==> src/rtl/ysyx_22040365_ctrl_pkg.sv <==
// Shared definitions for the ysyx_22040365 core control path:
// FSM state encoding, the ebreak word, decoder class codes and the strobe bundle.
package ysyx_22040365_ctrl_pkg;

    localparam int unsigned ITYPE_W = 2;

    typedef enum logic [2:0] {
        ST_IDLE   = 3'd0,
        ST_FETCH  = 3'd1,
        ST_DECODE = 3'd2,
        ST_EXEC   = 3'd3,
        ST_WB     = 3'd4,
        ST_HALT   = 3'd5
    } ctrl_state_e;

    localparam logic [31:0] INST_EBREAK = 32'h0010_0073;

    localparam logic [ITYPE_W-1:0] ITYPE_INVALID = 2'b00;
    localparam logic [ITYPE_W-1:0] ITYPE_R       = 2'b01;
    localparam logic [ITYPE_W-1:0] ITYPE_I       = 2'b10;
    localparam logic [ITYPE_W-1:0] ITYPE_S       = 2'b11;

    typedef struct packed {
        logic imem_req;
        logic ren_rs1;
        logic ex_start;
        logic wen_rd;
    } ctrl_strobe_t;

    // Strobes for the state being entered; ex_start only on the first EXEC cycle.
    function automatic ctrl_strobe_t strobes_for(input ctrl_state_e nxt, input ctrl_state_e cur);
        ctrl_strobe_t s;
        s.imem_req = (nxt == ST_FETCH);
        s.ren_rs1  = (nxt == ST_DECODE);
        s.ex_start = (nxt == ST_EXEC) && (cur != ST_EXEC);
        s.wen_rd   = (nxt == ST_WB);
        return s;
    endfunction

endpackage

==> src/rtl/ysyx_22040365_perfcnt.sv <==
// Cycle and retired-instruction counters, both wrapping modulo 2^64.
module ysyx_22040365_perfcnt (
    input  logic        clk,
    input  logic        rst,
    input  logic        inc_cycle,
    input  logic        inc_instret,
    output logic [63:0] cycles,
    output logic [63:0] instret
);

    logic [63:0] r_cycles;
    logic [63:0] r_instret;

    always_ff @(posedge clk) begin
        if (rst) begin
            r_cycles  <= '0;
            r_instret <= '0;
        end else begin
            if (inc_cycle) begin
                r_cycles <= r_cycles + 64'd1;
            end
            if (inc_instret) begin
                r_instret <= r_instret + 64'd1;
            end
        end
    end

    assign cycles  = r_cycles;
    assign instret = r_instret;

endmodule

==> src/rtl/ysyx_22040365_ctrl.sv <==
// Multi-cycle core controller: IDLE -> FETCH -> DECODE -> EXEC -> WB loop with a
// terminal HALT on ebreak, illegal instruction or fetch timeout.
module ysyx_22040365_ctrl
    import ysyx_22040365_ctrl_pkg::*;
#(
    parameter logic [63:0] RESET_PC      = 64'h8000_0000,
    parameter int unsigned FETCH_TIMEOUT = 255
) (
    input  logic        clk,
    input  logic        rst,
    output logic        imem_req,
    output logic [63:0] imem_addr,
    input  logic        imem_ack,
    input  logic [31:0] imem_rdata,
    output logic [31:0] inst,
    input  logic [1:0]  inst_type,
    output logic        ren_rs1,
    output logic        ex_start,
    input  logic        ex_done,
    output logic        wen_rd,
    output logic [63:0] pc,
    output logic        halted,
    output logic        err,
    output logic [63:0] cycles,
    output logic [63:0] instret
);

    localparam int unsigned WAIT_W = (FETCH_TIMEOUT < 2) ? 1 : $clog2(FETCH_TIMEOUT);

    ctrl_state_e       r_state;
    ctrl_state_e       w_next;
    ctrl_strobe_t      r_strb;
    ctrl_strobe_t      w_strb;
    logic [WAIT_W-1:0] r_wait;
    logic [63:0]       r_pc;
    logic [31:0]       r_inst;
    logic              r_halted;
    logic              r_err;
    logic              w_err_set;
    logic              w_timeout;
    logic              w_inc_cycle;
    logic              w_inc_instret;

    // Next-state logic; an ack in the last allowed FETCH cycle still wins over the timeout.
    always_comb begin
        w_next    = r_state;
        w_err_set = 1'b0;
        w_timeout = (r_wait == WAIT_W'(FETCH_TIMEOUT - 1));
        unique case (r_state)
            ST_IDLE:   w_next = ST_FETCH;
            ST_FETCH: begin
                if (imem_ack) begin
                    w_next = ST_DECODE;
                end else if (w_timeout) begin
                    w_next    = ST_HALT;
                    w_err_set = 1'b1;
                end
            end
            ST_DECODE: begin
                if (r_inst == INST_EBREAK) begin
                    w_next = ST_HALT;
                end else if (inst_type == ITYPE_INVALID) begin
                    w_next    = ST_HALT;
                    w_err_set = 1'b1;
                end else begin
                    w_next = ST_EXEC;
                end
            end
            ST_EXEC:   if (ex_done) w_next = ST_WB;
            ST_WB:     w_next = ST_FETCH;
            ST_HALT:   w_next = ST_HALT;
            default:   w_next = ST_IDLE;
        endcase
        w_strb = strobes_for(w_next, r_state);
    end

    always_ff @(posedge clk) begin
        if (rst) begin
            r_state  <= ST_IDLE;
            r_strb   <= '0;
            r_wait   <= '0;
            r_pc     <= RESET_PC;
            r_inst   <= '0;
            r_halted <= 1'b0;
            r_err    <= 1'b0;
        end else begin
            r_state  <= w_next;
            r_strb   <= w_strb;
            r_halted <= r_halted | (w_next == ST_HALT);
            r_err    <= r_err | w_err_set;
            if (r_state == ST_FETCH && imem_ack) begin
                r_inst <= imem_rdata;
            end
            if (r_state == ST_WB) begin
                r_pc <= r_pc + 64'd4;
            end
            // Held at zero outside FETCH so every FETCH entry starts a fresh wait.
            if (r_state != ST_FETCH) begin
                r_wait <= '0;
            end else if (!imem_ack) begin
                r_wait <= r_wait + WAIT_W'(1);
            end
        end
    end

    assign w_inc_cycle   = (r_state != ST_HALT);
    assign w_inc_instret = (r_state == ST_WB);

    ysyx_22040365_perfcnt u_perfcnt (
        .clk         (clk),
        .rst         (rst),
        .inc_cycle   (w_inc_cycle),
        .inc_instret (w_inc_instret),
        .cycles      (cycles),
        .instret     (instret)
    );

    assign imem_req  = r_strb.imem_req;
    assign ren_rs1   = r_strb.ren_rs1;
    assign ex_start  = r_strb.ex_start;
    assign wen_rd    = r_strb.wen_rd;
    assign imem_addr = r_pc;
    assign pc        = r_pc;
    assign inst      = r_inst;
    assign halted    = r_halted;
    assign err       = r_err;

endmodule
==> config.mk <==
export PLATFORM = sky130hd
export DESIGN_NAME = ysyx_22040365_ctrl
export DESIGN_NICKNAME = d
export VERILOG_FILES = /design/src/rtl/ysyx_22040365_ctrl_pkg.sv /design/src/rtl/ysyx_22040365_perfcnt.sv /design/src/rtl/ysyx_22040365_ctrl.sv
export SDC_FILE = /design/constraint.sdc
export NUM_CORES = 1
export LEC_CHECK = 0
export ABC_AREA = 1
export CAP_MARGIN = 5
export CORE_UTILIZATION = 46
export CTS_CLUSTER_SIZE = 20
export DETAILED_ROUTE_END_ITERATION = 7
export HOLD_SLACK_MARGIN = 0.1
export PLACE_DENSITY = 0.83
export SLEW_MARGIN = 20
export SYNTH_ARGS = -nofsm -noshare
export SYNTH_HDL_FRONTEND = slang
export SYNTH_HIERARCHICAL = 1
export SYNTH_SLANG_ARGS = --single-unit
==> constraint.sdc <==
create_clock -name clk -period 1.76 [get_ports clk]
set_clock_uncertainty 0.05 [all_clocks]
set_input_delay 0.44 -clock clk [delete_from_list [all_inputs] [get_ports clk]]
set_output_delay 0.44 -clock clk [all_outputs]
set_load 0.05 [all_outputs]
* Word-level counts from Yosys, hierarchy flattened *
Cells that the tools add are included.

word-level totals
  word-level logic and storage cells = 50
  output and inout port bits = 294
  register bits = 241

cells by class
  $add $sub $neg = 4
  reductions and logical operators = 6
  eq/ne operators = 15
  bitwise operators = 2
  multiplexer cells = 11

operators with widths
  operator                                                                 number
  64-bit by 1-bit adder with 64-bit output, second input constant          2
  64-bit by 3-bit adder with 64-bit output, second input constant          1
  32-bit by 21-bit equality test with 1-bit output, second input constant  1
  3-bit 2-to-1 mux                                                         5
  3-bit one-hot mux with 5 select lines                                    1
  3-bit by 2-bit equality test with 1-bit output, second input constant    4
  3-bit equality test, second input constant                               4
  8-bit by 1-bit adder with 8-bit output, second input constant            1
  8-bit equality test, second input constant                               1
  3-bit by 1-bit equality test with 1-bit output, second input constant    2
  1-bit 2-to-1 mux                                                         4
  2-bit OR reduction                                                       2
  3-bit zero test                                                          1
  3-bit by 1-bit != test with 1-bit output, second input constant          1
  3-bit by 2-bit != test with 1-bit output, second input constant          1
  3-bit != test, second input constant                                     1
  1-bit logical AND                                                        2
  2-bit zero test                                                          1
  1-bit OR                                                                 2
  1-bit one-hot mux with 2 select lines                                    1

* Depth between registers and ports, before layout *
  depth after elaboration = 6
  mapped depth = 13
  gate-level depth less buffers = 13

* Cells and area by module *
Netlist, hierarchy kept.

modules (own cells, without submodules)
  module                 area an instance (um2)  cells each  times used
  ysyx_22040365_perfcnt  7901.3                  1342        1
  ysyx_22040365_ctrl     6154.7                  937         1

* Worst setup path before layout *
No wires, ideal clock.

  path type = reg-to-reg
  start = register r_pc[3] (netlist: imem_addr[3])
  end = register r_pc[56] (netlist: imem_addr[56])
  setup time = 0.128 ns
  arrival = 1.845 ns
  buffers on the path = 0
  data required time = 1.582 ns
  setup slack = -0.262 ns
  cell stages (with the launch flop) = 11
  clock period less this slack = 2.022 ns
  path through = dfxtp_1 -> ha_1 -> nand3_2 -> nor2_2 -> nand2_1 -> nor2_4 -> nand2_1 -> nor2_1 -> nand3_1 -> nand2_1 -> nor2_1

between the ends
  cells in the longest elaborated chain, start to end = 1

RTL lines
  element                                   line                      text
  start: declaration                        ysyx_22040365_ctrl.sv:35  logic [63:0] r_pc;
  start signal: assignment                  ysyx_22040365_ctrl.sv:95  r_pc <= r_pc + 64'd4;
  64-bit by 3-bit adder with 64-bit output  ysyx_22040365_ctrl.sv:95

No other way between the ends.
A chain may end at the register's enable or synchronous reset.

* Worst setup path in the final report *
  start = register r_pc[7] (netlist: imem_addr[7])
  end = register r_pc[42] (netlist: imem_addr[42])

Same word-level chain as after synthesis.

==> impl_metrics.toml <==
[yosys]
ys_seq_area_frac = 0.340
synth-seq-cells = 239
yosysUniqueCellTypes = 42
synth_compound_area_frac = 0.0773
yosys.area.top_type = "dfxtp_1"
syn_inst = 2279
async_reset_ff_frac = 0
syn_avg_cell_area_sq_um = 6.17
synth_xor_area_frac = 0.0174
synth_top_area_share = 0.340
muxShareOfSynthArea = 0
synth_top_family_by_area = "simple AND/OR/NAND/NOR gates"
yosys.area_share.simple = 0.443
synthAdderAreaFrac = 0.00445
ys_warn_count = 6
ys.flop_type = "dfxtp_1"
synth_edf_count = 0
synth.top_cells.by_area = "dfxtp_1 (34%), nand2_1 (15%), nor2_1 (14%), inv_1 (6.9%), nand3_1 (5.2%)"
synth_most_common_cell = "nand2_1"
synthesis.area_sq_um = 14100
netlist_top_cells_count = "nand2_1 (551), nor2_1 (529), inv_1 (257), dfxtp_1 (239), nand3_1 (147)"

[routing]
ant_nets = 0
via_per_inst = 5.50
wl_per_cell_um = 17.5
drtPass1Iterations = 8
vias = 17461
post-route-drc-count = 0
drt_iter0_drc = 2054
routed_wl_mm = 55.7

[timing]
setup_viol = 16
post-route-period-util = 1.08
fin_crit_ns = 1.90
maxSlewViolCount = 0
setup_tns_ns = -0.514
whs_ns = 0.179
fmax_mhz = 527
finalHoldViolCount = 0
rsz0062_at_grt = "yes"
setup_ws_ns = -0.137

[floorplanning]
die_h_um = 177
fp-row-count = 63
ioPinCount = 332
die_w_um = 177
start_util = 0.470
die_area_sq_um = 31300
core_sq_um = 29900

[critical_path]
crit_required_ns = 2.15
worstPathArrival_ns = 2.29
critical-path-max-stage-delay_ns = 0.40
reg2reg_depth = 9
cp.depth = 9
worst-path-max-fanout = 4
cpLargestDelayFamily = "simple AND/OR/NAND/NOR gates"
slowest_stage = "dfxtp_2"
rr_startpoint = "imem_addr[7]"
rrSetupSlack_ns = -0.14
crit_type = "reg -> reg"
cp_common_cell = "nor2_4"
end_kind = "flop"
crit_chain = "nand2_1 -> nor2_4 -> buf_4 -> nand2_4 -> nor2_4 -> nand3_4 -> nor2_4 -> xnor2_2 -> nor2_1"
crit_buf_inv = 1
crit_path_start_kind = "flop"
timing.rr.end = "imem_addr[42]"

[place]
port_buffers = 327
dpl-instance-area_sq_um = 21200
gp_congestion = 0.999
dp_hpwl_mm = 40.6

[global_routing]
grt_first_pass_wirelength_mm = 82.6
met3_usage = 0.0518
track_usage = 0.329
antenna_found_initial = 0
met2_usage = 0.572
grt_pass1_vias = 16290
grt.busiest_layer = "met2"
grt_max_degree = 57
grt_overflow = 0
groute.layer.met1.usage = 0.395

[run_status]
status = "finished, violations left"
violations = "setup timing"

[hold_path]
hp-class = "in -> reg"
hold_start = "rst"
worstHoldPathCells = 2
min_to = "ex_start"

[power]
power.leakage_nw = 9.17
peakVddDrop_mv = 0.669
powerDensity_nw_per_um2 = 545

[finish]
final_area_sq_um = 23000
nets = 2810
final_core_utilization = 0.771
fill_cells = 2012
diodes = 0
synthToLayoutAreaGrowth_pct = 64.0
drive_gt1_frac = 0.338

[clock_tree]
clkLatencyLatePin_ns = 0.55
cts_sinks = 239
cts_buffers = 27
cts_root_buf = "clkbuf_16"
cts.clk_slew.worst_paths_ns = 0.06
clockBufferDepth = 3
cts_tree = "done"
cts_hold_buf = 0
htree_levels = 1

[flow_run]
cap_violations = 0
-- worst register-to-register path: cells and delay by family, from the launching register on --
family,cells,cell delay (ns)
XOR/XNOR,1,0.10
AND/OR/NAND/NOR,7,1.11
flip-flops,1,0.40
buffers and inverters,1,0.14
-- timing repair --
action                     CTS  global route
pin swaps                   13            50
resized for setup           55           209
setup endpoints to repair   72           146
gates cloned                 0             0
buffers inserted             5            19
-- logic make-up after synthesis --
group                      Yosys count
AOI/OAI and AO/OA                  206
xor gates and xnor gates            28
adders and majority gates            5
buffers and inverters              367
DFF                                239
other                                1
and+or+nand+nor                   1433
-- cell usage in the layout (no fill, tap or decap), drive strengths merged, types with 6 or more instances in the layout --
cell type	n
a21oi	97
buf	521
clkbuf	39
clkdlybuf4s50	36
clkinv	6
dfxtp	239
inv	266
nand2	566
nand3	156
nand3b	7
nand4	45
nor2	595
nor3	46
o21a	11
o21ai	85
xnor2	7
xor2	21
-- registers in the layout, summed over array words and instances (netlist names) --
| signal | cells |
|---|---|
| inst | 32 |
| u_perfcnt/cycles | 64 |
| imem_addr | 62 |
| u_perfcnt/instret | 64 |
| ex_start | 1 |
| r_state | 3 |
| imem_req | 1 |
| r_wait | 8 |
| wen_rd | 1 |
| ren_rs1 | 1 |
| halted | 1 |
| err | 1 |
-- metrics by stage --
stage          worst slack (ns)  total power [mW]  std cells
6_report                 -0.137              12.6       3177
5_1_grt                  -0.178              12.9       3177
4_1_cts                 -0.0747              12.6       3158
3_5_place_dp             -0.165              6.86       3104
3_3_place_gp            -0.0934              6.83       3104
2_1_floorplan          -0.00140              6.38       2282
-- per-layer routing --
| metal | routed length [um] | vias to the layer above | part of all wire |
|---|---|---|---|
| met3 | 5010 | 244 | 0.090 |
| li1 | - | 8077 | - |
| met1 | 20700 | 7989 | 0.37 |
| met2 | 27000 | 1151 | 0.48 |
| met5 | 0 | - | 0 |
| met4 | 3030 | 0 | 0.054 |
-- cell type report --
type | count | area, sq um | share of cell area
clock buffers | 39 | 781 | 0.0339
clock inverters | 10 | 120 | 0.00521
inverters | 266 | 1010 | 0.0439
multi-input cells | 1676 | 8310 | 0.360
flip-flops and latches | 239 | 5000 | 0.217
well taps | 390 | 488 | 0.0212
repair buffers | 557 | 7340 | 0.319
-- power by group --
group          leakage [nW]  internal (mW)  switching (mW)
Sequential             2.00           5.49          0.0910
Clock                 0.441           3.38            2.39
Combinational          6.72          0.429           0.768
Total                  9.17           9.30            3.25
-- worst max path at each step --
stage                        startpoint  slack [ns]               endpoint
after floorplan            imem_addr[9]      -0.001          imem_addr[56]
after global placement       r_state[2]       -0.09  u_perfcnt/instret[63]
after detailed placement     r_state[2]       -0.17  u_perfcnt/instret[63]
after CTS                    r_state[0]       -0.07          imem_addr[45]
after global routing      imem_addr[21]       -0.18          imem_addr[42]
final                      imem_addr[7]       -0.14          imem_addr[42]
No activity file was read; power rests on OpenSTA's default activity.
